### src/rtl/tl_rx_demux.sv
// Receive demux: routes link words by destination field into four class FIFOs, with threshold pause and per-class counters.
// Latency: push visible in flags next cycle; pop data registered one cycle after pop_k; counter read one cycle after req.
// Backpressure: pause asserts while any class occupancy >= Umbral_alto; full-class words are dropped with drop_err. Optional: TL_RX_DROP_CNT_EN.

module fifo_sync #(
    parameter int W     = 12,
    parameter int DEPTH = 4
) (
    input  logic                     clk,
    input  logic                     rst_n,
    input  logic                     wr_vld,
    input  logic [W-1:0]             wr_dat,
    input  logic                     rd_rdy,
    output logic [W-1:0]             rd_dat,
    output logic [$clog2(DEPTH):0]   count,
    output logic [$clog2(DEPTH):0]   count_nxt
);
    localparam int AW = $clog2(DEPTH);
    localparam int CW = AW + 1;

    logic [W-1:0]  mem_q [DEPTH];
    logic [AW-1:0] wr_ptr_q, wr_ptr_d;
    logic [AW-1:0] rd_ptr_q, rd_ptr_d;
    logic [CW-1:0] count_q, count_d;

    // Power-of-two depth lets the pointers wrap by plain overflow.
    always_comb begin
        wr_ptr_d = wr_ptr_q + AW'(wr_vld);
        rd_ptr_d = rd_ptr_q + AW'(rd_rdy);
        count_d  = count_q + CW'(wr_vld) - CW'(rd_rdy);
    end

    always_ff @(posedge clk or negedge rst_n) begin
        if (!rst_n) begin
            wr_ptr_q <= '0;
            rd_ptr_q <= '0;
            count_q  <= '0;
        end else begin
            wr_ptr_q <= wr_ptr_d;
            rd_ptr_q <= rd_ptr_d;
            count_q  <= count_d;
        end
    end

    always_ff @(posedge clk) begin
        if (wr_vld) mem_q[wr_ptr_q] <= wr_dat;
    end

    assign rd_dat    = mem_q[rd_ptr_q];
    assign count     = count_q;
    assign count_nxt = count_d;
endmodule

module tl_rx_demux #(
    parameter int DATA_W     = 12,
    parameter int FIFO_DEPTH = 4,
    parameter int CNT_W      = 5
) (
    input  logic              clk,
    input  logic              reset,
    input  logic              init,
    input  logic [2:0]        Umbral_alto,
    input  logic [2:0]        Umbral_bajo,
    input  logic [DATA_W-1:0] data_in,
    input  logic              valid_in,
    output logic              pause,
    input  logic              pop_0,
    input  logic              pop_1,
    input  logic              pop_2,
    input  logic              pop_3,
    output logic [DATA_W-1:0] data_out0,
    output logic [DATA_W-1:0] data_out1,
    output logic [DATA_W-1:0] data_out2,
    output logic [DATA_W-1:0] data_out3,
    output logic              valid_0,
    output logic              valid_1,
    output logic              valid_2,
    output logic              valid_3,
    output logic [3:0]        fifo_empty,
    output logic [3:0]        fifo_full,
    output logic [3:0]        almost_empty,
    output logic              drop_err,
    input  logic              req,
    input  logic [2:0]        idx,
    output logic [CNT_W-1:0]  contador,
    output logic              contador_valid,
    output logic              idle
);
    localparam int NCLS = 4;
    localparam int CW   = $clog2(FIFO_DEPTH) + 1;

    typedef enum logic [1:0] {ST_RESET, ST_INIT, ST_IDLE, ST_ACTIVE} state_t;

    state_t            state_q;
    logic              idle_q;

    logic [1:0]        dest;
    logic [NCLS-1:0]   pop_req, pop_eff, push, empty_now, full_now, hi_occ;
    logic              push_window;
    logic [CW-1:0]     occ [NCLS];
    logic [CW-1:0]     occ_nxt [NCLS];
    logic [DATA_W-1:0] head [NCLS];

    logic [2:0]        alto_q, alto_d, bajo_q, bajo_d;
    logic [NCLS-1:0]   empty_q, empty_d, full_q, full_d, ae_q, ae_d;
    logic              pause_q, pause_d, drop_q, drop_d;
    logic [DATA_W-1:0] dout_q [NCLS];
    logic [DATA_W-1:0] dout_d [NCLS];
    logic [NCLS-1:0]   vld_q, vld_d;
    logic [CNT_W-1:0]  del_cnt_q [NCLS];
    logic [CNT_W-1:0]  del_cnt_d [NCLS];
    logic [CNT_W-1:0]  cnt_q, cnt_d, drop_val;
    logic              cnt_vld_q, cnt_vld_d;

    assign dest        = data_in[DATA_W-1 -: 2];
    assign pop_req     = {pop_3, pop_2, pop_1, pop_0};
    assign push_window = (state_q == ST_IDLE) || (state_q == ST_ACTIVE);

    for (genvar k = 0; k < NCLS; k++) begin : g_cls
        fifo_sync #(.W(DATA_W), .DEPTH(FIFO_DEPTH)) u_fifo (
            .clk       (clk),
            .rst_n     (reset),
            .wr_vld    (push[k]),
            .wr_dat    (data_in),
            .rd_rdy    (pop_eff[k]),
            .rd_dat    (head[k]),
            .count     (occ[k]),
            .count_nxt (occ_nxt[k])
        );
    end

`ifdef TL_RX_DROP_CNT_EN
    logic [CNT_W-1:0] drop_cnt_q, drop_cnt_d;

    assign drop_cnt_d = drop_cnt_q + CNT_W'(drop_d);

    always_ff @(posedge clk or negedge reset) begin
        if (!reset) drop_cnt_q <= '0;
        else        drop_cnt_q <= drop_cnt_d;
    end

    assign drop_val = drop_cnt_q;
`else
    assign drop_val = '0;
`endif

    always_comb begin
        push    = '0;
        drop_d  = 1'b0;
        pop_eff = '0;
        for (int k = 0; k < NCLS; k++) begin
            empty_now[k] = (occ[k] == '0);
            full_now[k]  = (occ[k] == CW'(FIFO_DEPTH));
            pop_eff[k]   = pop_req[k] && !empty_now[k];
        end
        // A pop on a full class frees the slot in the same cycle, so no drop.
        if (valid_in && push_window) begin
            if (full_now[dest] && !pop_eff[dest]) drop_d = 1'b1;
            else                                  push[dest] = 1'b1;
        end
    end

    always_comb begin
        alto_d = alto_q;
        bajo_d = bajo_q;
        if (state_q == ST_INIT && init) begin
            alto_d = Umbral_alto;
            bajo_d = Umbral_bajo;
        end
        empty_d = '0;
        full_d  = '0;
        ae_d    = '0;
        hi_occ  = '0;
        for (int k = 0; k < NCLS; k++) begin
            empty_d[k]   = (occ_nxt[k] == '0);
            full_d[k]    = (occ_nxt[k] == CW'(FIFO_DEPTH));
            ae_d[k]      = (32'(occ_nxt[k]) <= 32'(bajo_d));
            hi_occ[k]    = (32'(occ_nxt[k]) >= 32'(alto_d));
            dout_d[k]    = pop_eff[k] ? head[k] : dout_q[k];
            del_cnt_d[k] = del_cnt_q[k] + CNT_W'(pop_eff[k]);
        end
        pause_d = |hi_occ;
        vld_d   = pop_eff;
    end

    always_comb begin
        cnt_vld_d = req;
        cnt_d     = cnt_q;
        if (req) begin
            case (idx)
                3'd0, 3'd1, 3'd2, 3'd3: cnt_d = del_cnt_q[idx[1:0]];
                3'd4:                   cnt_d = drop_val;
                default:                cnt_d = '0;
            endcase
        end
    end

    always_ff @(posedge clk or negedge reset) begin
        if (!reset) begin
            state_q <= ST_RESET;
            idle_q  <= 1'b0;
        end else begin
            case (state_q)
                ST_RESET: state_q <= ST_INIT;
                ST_INIT: begin
                    if (!init) begin
                        state_q <= ST_IDLE;
                        idle_q  <= 1'b1;
                    end
                end
                ST_IDLE: begin
                    if (init) begin
                        state_q <= ST_INIT;
                        idle_q  <= 1'b0;
                    end else if (|push) begin
                        state_q <= ST_ACTIVE;
                        idle_q  <= 1'b0;
                    end
                end
                ST_ACTIVE: begin
                    if (init) begin
                        state_q <= ST_INIT;
                    end else if ((&empty_now) && !valid_in) begin
                        state_q <= ST_IDLE;
                        idle_q  <= 1'b1;
                    end
                end
                default: begin
                    state_q <= ST_RESET;
                    idle_q  <= 1'b0;
                end
            endcase
        end
    end

    always_ff @(posedge clk or negedge reset) begin
        if (!reset) begin
            alto_q    <= '0;
            bajo_q    <= '0;
            empty_q   <= '1;
            full_q    <= '0;
            ae_q      <= '1;
            pause_q   <= 1'b0;
            drop_q    <= 1'b0;
            vld_q     <= '0;
            cnt_q     <= '0;
            cnt_vld_q <= 1'b0;
            for (int k = 0; k < NCLS; k++) begin
                dout_q[k]    <= '0;
                del_cnt_q[k] <= '0;
            end
        end else begin
            alto_q    <= alto_d;
            bajo_q    <= bajo_d;
            empty_q   <= empty_d;
            full_q    <= full_d;
            ae_q      <= ae_d;
            pause_q   <= pause_d;
            drop_q    <= drop_d;
            vld_q     <= vld_d;
            cnt_q     <= cnt_d;
            cnt_vld_q <= cnt_vld_d;
            for (int k = 0; k < NCLS; k++) begin
                dout_q[k]    <= dout_d[k];
                del_cnt_q[k] <= del_cnt_d[k];
            end
        end
    end

    assign data_out0      = dout_q[0];
    assign data_out1      = dout_q[1];
    assign data_out2      = dout_q[2];
    assign data_out3      = dout_q[3];
    assign valid_0        = vld_q[0];
    assign valid_1        = vld_q[1];
    assign valid_2        = vld_q[2];
    assign valid_3        = vld_q[3];
    assign fifo_empty     = empty_q;
    assign fifo_full      = full_q;
    assign almost_empty   = ae_q;
    assign pause          = pause_q;
    assign drop_err       = drop_q;
    assign contador       = cnt_q;
    assign contador_valid = cnt_vld_q;
    assign idle           = idle_q;
endmodule

### config.mk
export PLATFORM = sky130hd
export DESIGN_NAME = tl_rx_demux
export DESIGN_NICKNAME = d
export VERILOG_FILES = /design/src/rtl/tl_rx_demux.sv
export SDC_FILE = /design/constraint.sdc
export NUM_CORES = 1
export LEC_CHECK = 0
export ABC_CLOCK_PERIOD_IN_PS = 4500
export BUFFER_PORTS_ARGS = -buffer_cell sky130_fd_sc_hd__buf_2
export CORE_MARGIN = 5
export CORE_UTILIZATION = 59
export DETAILED_ROUTE_END_ITERATION = 10
export PLACE_DENSITY_LB_ADDON = 0.12
export SETUP_SLACK_MARGIN = 0.4
export SLEW_MARGIN = 10
export SYNTH_ARGS = -nofsm -noshare
export SYNTH_HDL_FRONTEND = slang
export SYNTH_SLANG_ARGS = --single-unit
### constraint.sdc
create_clock -name clk -period 4.5 [get_ports clk]
set_input_delay 0.9 -clock clk [delete_from_list [all_inputs] [get_ports clk]]
set_output_delay 0.9 -clock clk [all_outputs]
set_load 0.1 [all_outputs]
==> summary.txt <==
Clock Pin Slew Worst Setup and Hold Paths = 0.06 ns
Post-route fraction of the period consumed by the critical path = 0.814
Routed length per placed instance = 21.8 microns
Async set-or-reset flop fraction in the synthesized netlist = 0.402
Fraction of post-synthesis cell area in the top cell type by area = 0.449
Num rows = 54
Worst Reg-to-Reg Cells = 13
Clk Latency, worst-skew pair = 0.55 ns
Pin slew with the least headroom to its limit = 0.948 ns
Post-cts repair resize count = 0
Startpoint-to-endpoint class of the critical path = reg2reg
IO Port Bufs = 102
Share of cell area taken by muxes after synthesis = 0.143
Worst path required time = 4.91 ns
Final Hold Vio Count = 0
Number of antenna violations at the first check in global routing = 0
Final worst setup slack = 0.837 ns
Worst slack, placed = 0.405 ns
Number of warnings printed during yosys synthesis = 0
Final worst clock skew = 0.0125 ns
Number of placed instances with taps included = 1064
Library cell contributing the largest single delay on the critical path = sky130_fd_sc_hd__dfrtp_1
Setup total negative slack = 0 ns
Synth Area in Adders = 0.0530
Drt pass-1 iters = 4
Largest family of logic cells by synthesized area = multiplexers
Post-Syn Nets = 758
Final max-slew violation count = 0
Area growth, synth to finish = 16.3%
Diode insertion count for antenna repair = 0
Overall routed net length = 24.5 mm
Core Box Area = 21600 sq um
Run status = finished clean
Detailed-route vias per instance = 5.77
Share of the core filled with cells in the final layout = 0.690
Antenna Nets Post-Route = 0
Maximum clock insertion buffer count = 3
Worst r2r src = g_cls[2].u_fifo.count[1]
Pin count of the biggest net entering global routing = 84
Number of instances in the synthesized netlist = 676
Clock tree from TritonCTS = done
Synthesized cell area = 12800 sq um
Die Footprint = 24800 sq um
Die H = 158 microns
Total global-route track usage = 0.206
Cell accounting for the most synthesized area = sky130_fd_sc_hd__edfxtp_1
DR vias = 6478
Global-route wire length before repair = 39.4 mm
RSZ-0062 raised after global routing = false
Arrival time reported for the critical path endpoint = 4.08 ns
Most repeated cell in the gate-level netlist after synthesis = sky130_fd_sc_hd__edfxtp_1
Hold buffer count at CTS = 0
Post-synthesis share of cell area spent on xor and xnor gates = 0.0191
Worst-path cell chain = o31ai_2 > buf_4 > inv_1 > ha_1 > inv_1 > ha_1 > inv_1 > fa_1 > xnor2_1 > xnor2_1 > ha_1 > a222oi_1 > nand3_1
Boundary Pins = 103
Effective utilization at floorplan = 0.594
Path class of the lowest-slack min-delay path = in2async
Leading post-synthesis cells by cell area = sky130_fd_sc_hd__edfxtp_1 45%, sky130_fd_sc_hd__dfrtp_1 24%, sky130_fd_sc_hd__mux4_2 9.3%
Most common flop cell mapped by yosys = sky130_fd_sc_hd__edfxtp_1
Max-capacitance violation count = 0
Worst-case headroom to the max-slew limit = 0.363
Sequential element share of the synthesized area = 0.701
Number of design rule violations left after detail routing = 0
Capturing element type of the critical path = register
Worst Setup SP = g_cls[2].u_fifo.count[1]
Kind of start point of the critical path = register
FF+latch count, synth = 321
Final cell count without fillers = 1122
Synthesized-area fraction occupied by ao, oa, aoi and oai cells = 0.0226
Placer Congestion = 0.838
Worst stage delay on the critical path = 0.50 ns
Fraction of final layout cells sized beyond drive strength 1 = 0.371
Number of enable-type register cells in the synthesized netlist = 192
Total number of nets in the final design = 899
Final HPWL from detailed placement = 16.5 mm
Overflow left after global routing = 0
Count of different cell masters after synthesis = 48
Vias in the first global route = 7071
Post-synth top cells = 192 x sky130_fd_sc_hd__edfxtp_1, 121 x sky130_fd_sc_hd__dfrtp_1, 53 x sky130_fd_sc_hd__mux4_2
H-tree Lvls = 1
Clock Sink Count = 321
Maximum clock frequency = 0.273 GHz
Number of buffers created by CTS = 31
Starting DRC count in detailed routing = 381
Avg Cell Area, Syn = 19.0 sq um
Simple-gate portion of the synthesized area = 0.0429
Die W = 158 microns
Clock Tree Root = sky130_fd_sc_hd__clkbuf_16
CP max FO = 13
Number of buffers inserted by post-CTS setup repair = 0
Final min period = 3.66 ns
Final setup violation count = 0
## stage by stage
step / instance area (sq um) / hold WS (ns)
final: 14900 / 0.378
after global routing: 14900 / 0.422
after CTS: 14900 / 0.402
after detailed placement: 13800 / 0.462
after global placement: 13800 / 0.463
after floorplan: 12800 / 0.440
## kinds of logic (layout without fill, tap and decap cells)
family,after synthesis,count (layout)
DFF,321,321
buffers and inverters,55,221
xor gates and xnor gates,28,28
and+or+nand+nor,78,78
adders and majority gates,52,52
AOI/OAI and AO/OA,32,32
muxes,110,110
## critical path, delay by kind of cell (launching register included)
kind / cells / cell delay [ns]
AND/OR/NAND/NOR: 1 / 0.12
buffers and inverters: 4 / 0.60
XOR/XNOR: 2 / 0.56
adder cells (fa/ha/maj): 4 / 1.16
flip-flops: 1 / 0.50
AO/OA/AOI/OAI: 2 / 0.61
## final cells by class
| cell class | instances | area (sq um) |
|---|---|---|
| fill | 1430 | 6690 |
| timing repair buffer | 124 | 691 |
| sequential | 321 | 9000 |
| tap | 280 | 350 |
| clock inverter | 17 | 220 |
| inverter | 39 | 146 |
| multi-input combinational | 300 | 3640 |
| clock buffer | 41 | 875 |
## final timing paths
kind | endpoint | slack, ns
min in group clk | del_cnt_q[14] | 0.48
max in group asynchronous | fifo_empty[2] | 3.17
worst max register to register | pause | 0.84
worst min-delay path | contador[3] | 0.38
worst min register to register | del_cnt_q[14] | 0.48
worst max-delay path | pause | 0.84
## layout by cell type, fill, tap and decap left out, drive strengths merged, types with 5 or more instances in the layout
master,count
bufinv,5
clkinv,11
ha,48
inv,40
nor2,6
dfstp,8
o21ai,5
o22ai,5
nor2b,5
clkbuf,41
nand2,6
nor3,11
nand3,13
nor4b,10
xnor2,16
and3,6
mux2i,7
xor2,12
dfrtp,121
nand2b,9
mux4,53
nor4,7
mux2,50
edfxtp,192
buf,124
## state kept, by name, indices dropped and copies added, names as in the netlist, 2 cells and up
| register | cells |
|---|---|
| almost_empty | 4 |
| alto_q | 3 |
| bajo_q | 3 |
| contador | 5 |
| data_out0 | 12 |
| data_out1 | 12 |
| data_out2 | 12 |
| data_out3 | 12 |
| del_cnt_q | 20 |
| fifo_empty | 4 |
| fifo_full | 4 |
| g_cls.u_fifo.count | 12 |
| g_cls.u_fifo.mem_q | 192 |
| g_cls.u_fifo.rd_ptr_q | 8 |
| g_cls.u_fifo.wr_ptr_q | 8 |
| state_q | 2 |
| vld_q | 4 |
## per-layer routing
layer	part of all wire	GRT usage	vias up	wire, microns
met3	0.045	0.0294	42	1100
met4	0.021	0.0512	0	512
met2	0.52	0.359	157	12700
met1	0.42	0.278	3393	10200
met5	0	0	-	0
li1	-	-	2886	-
Power is not shown: default switching activity piles up to over one toggle a cycle in this logic, so the estimate is an artifact.
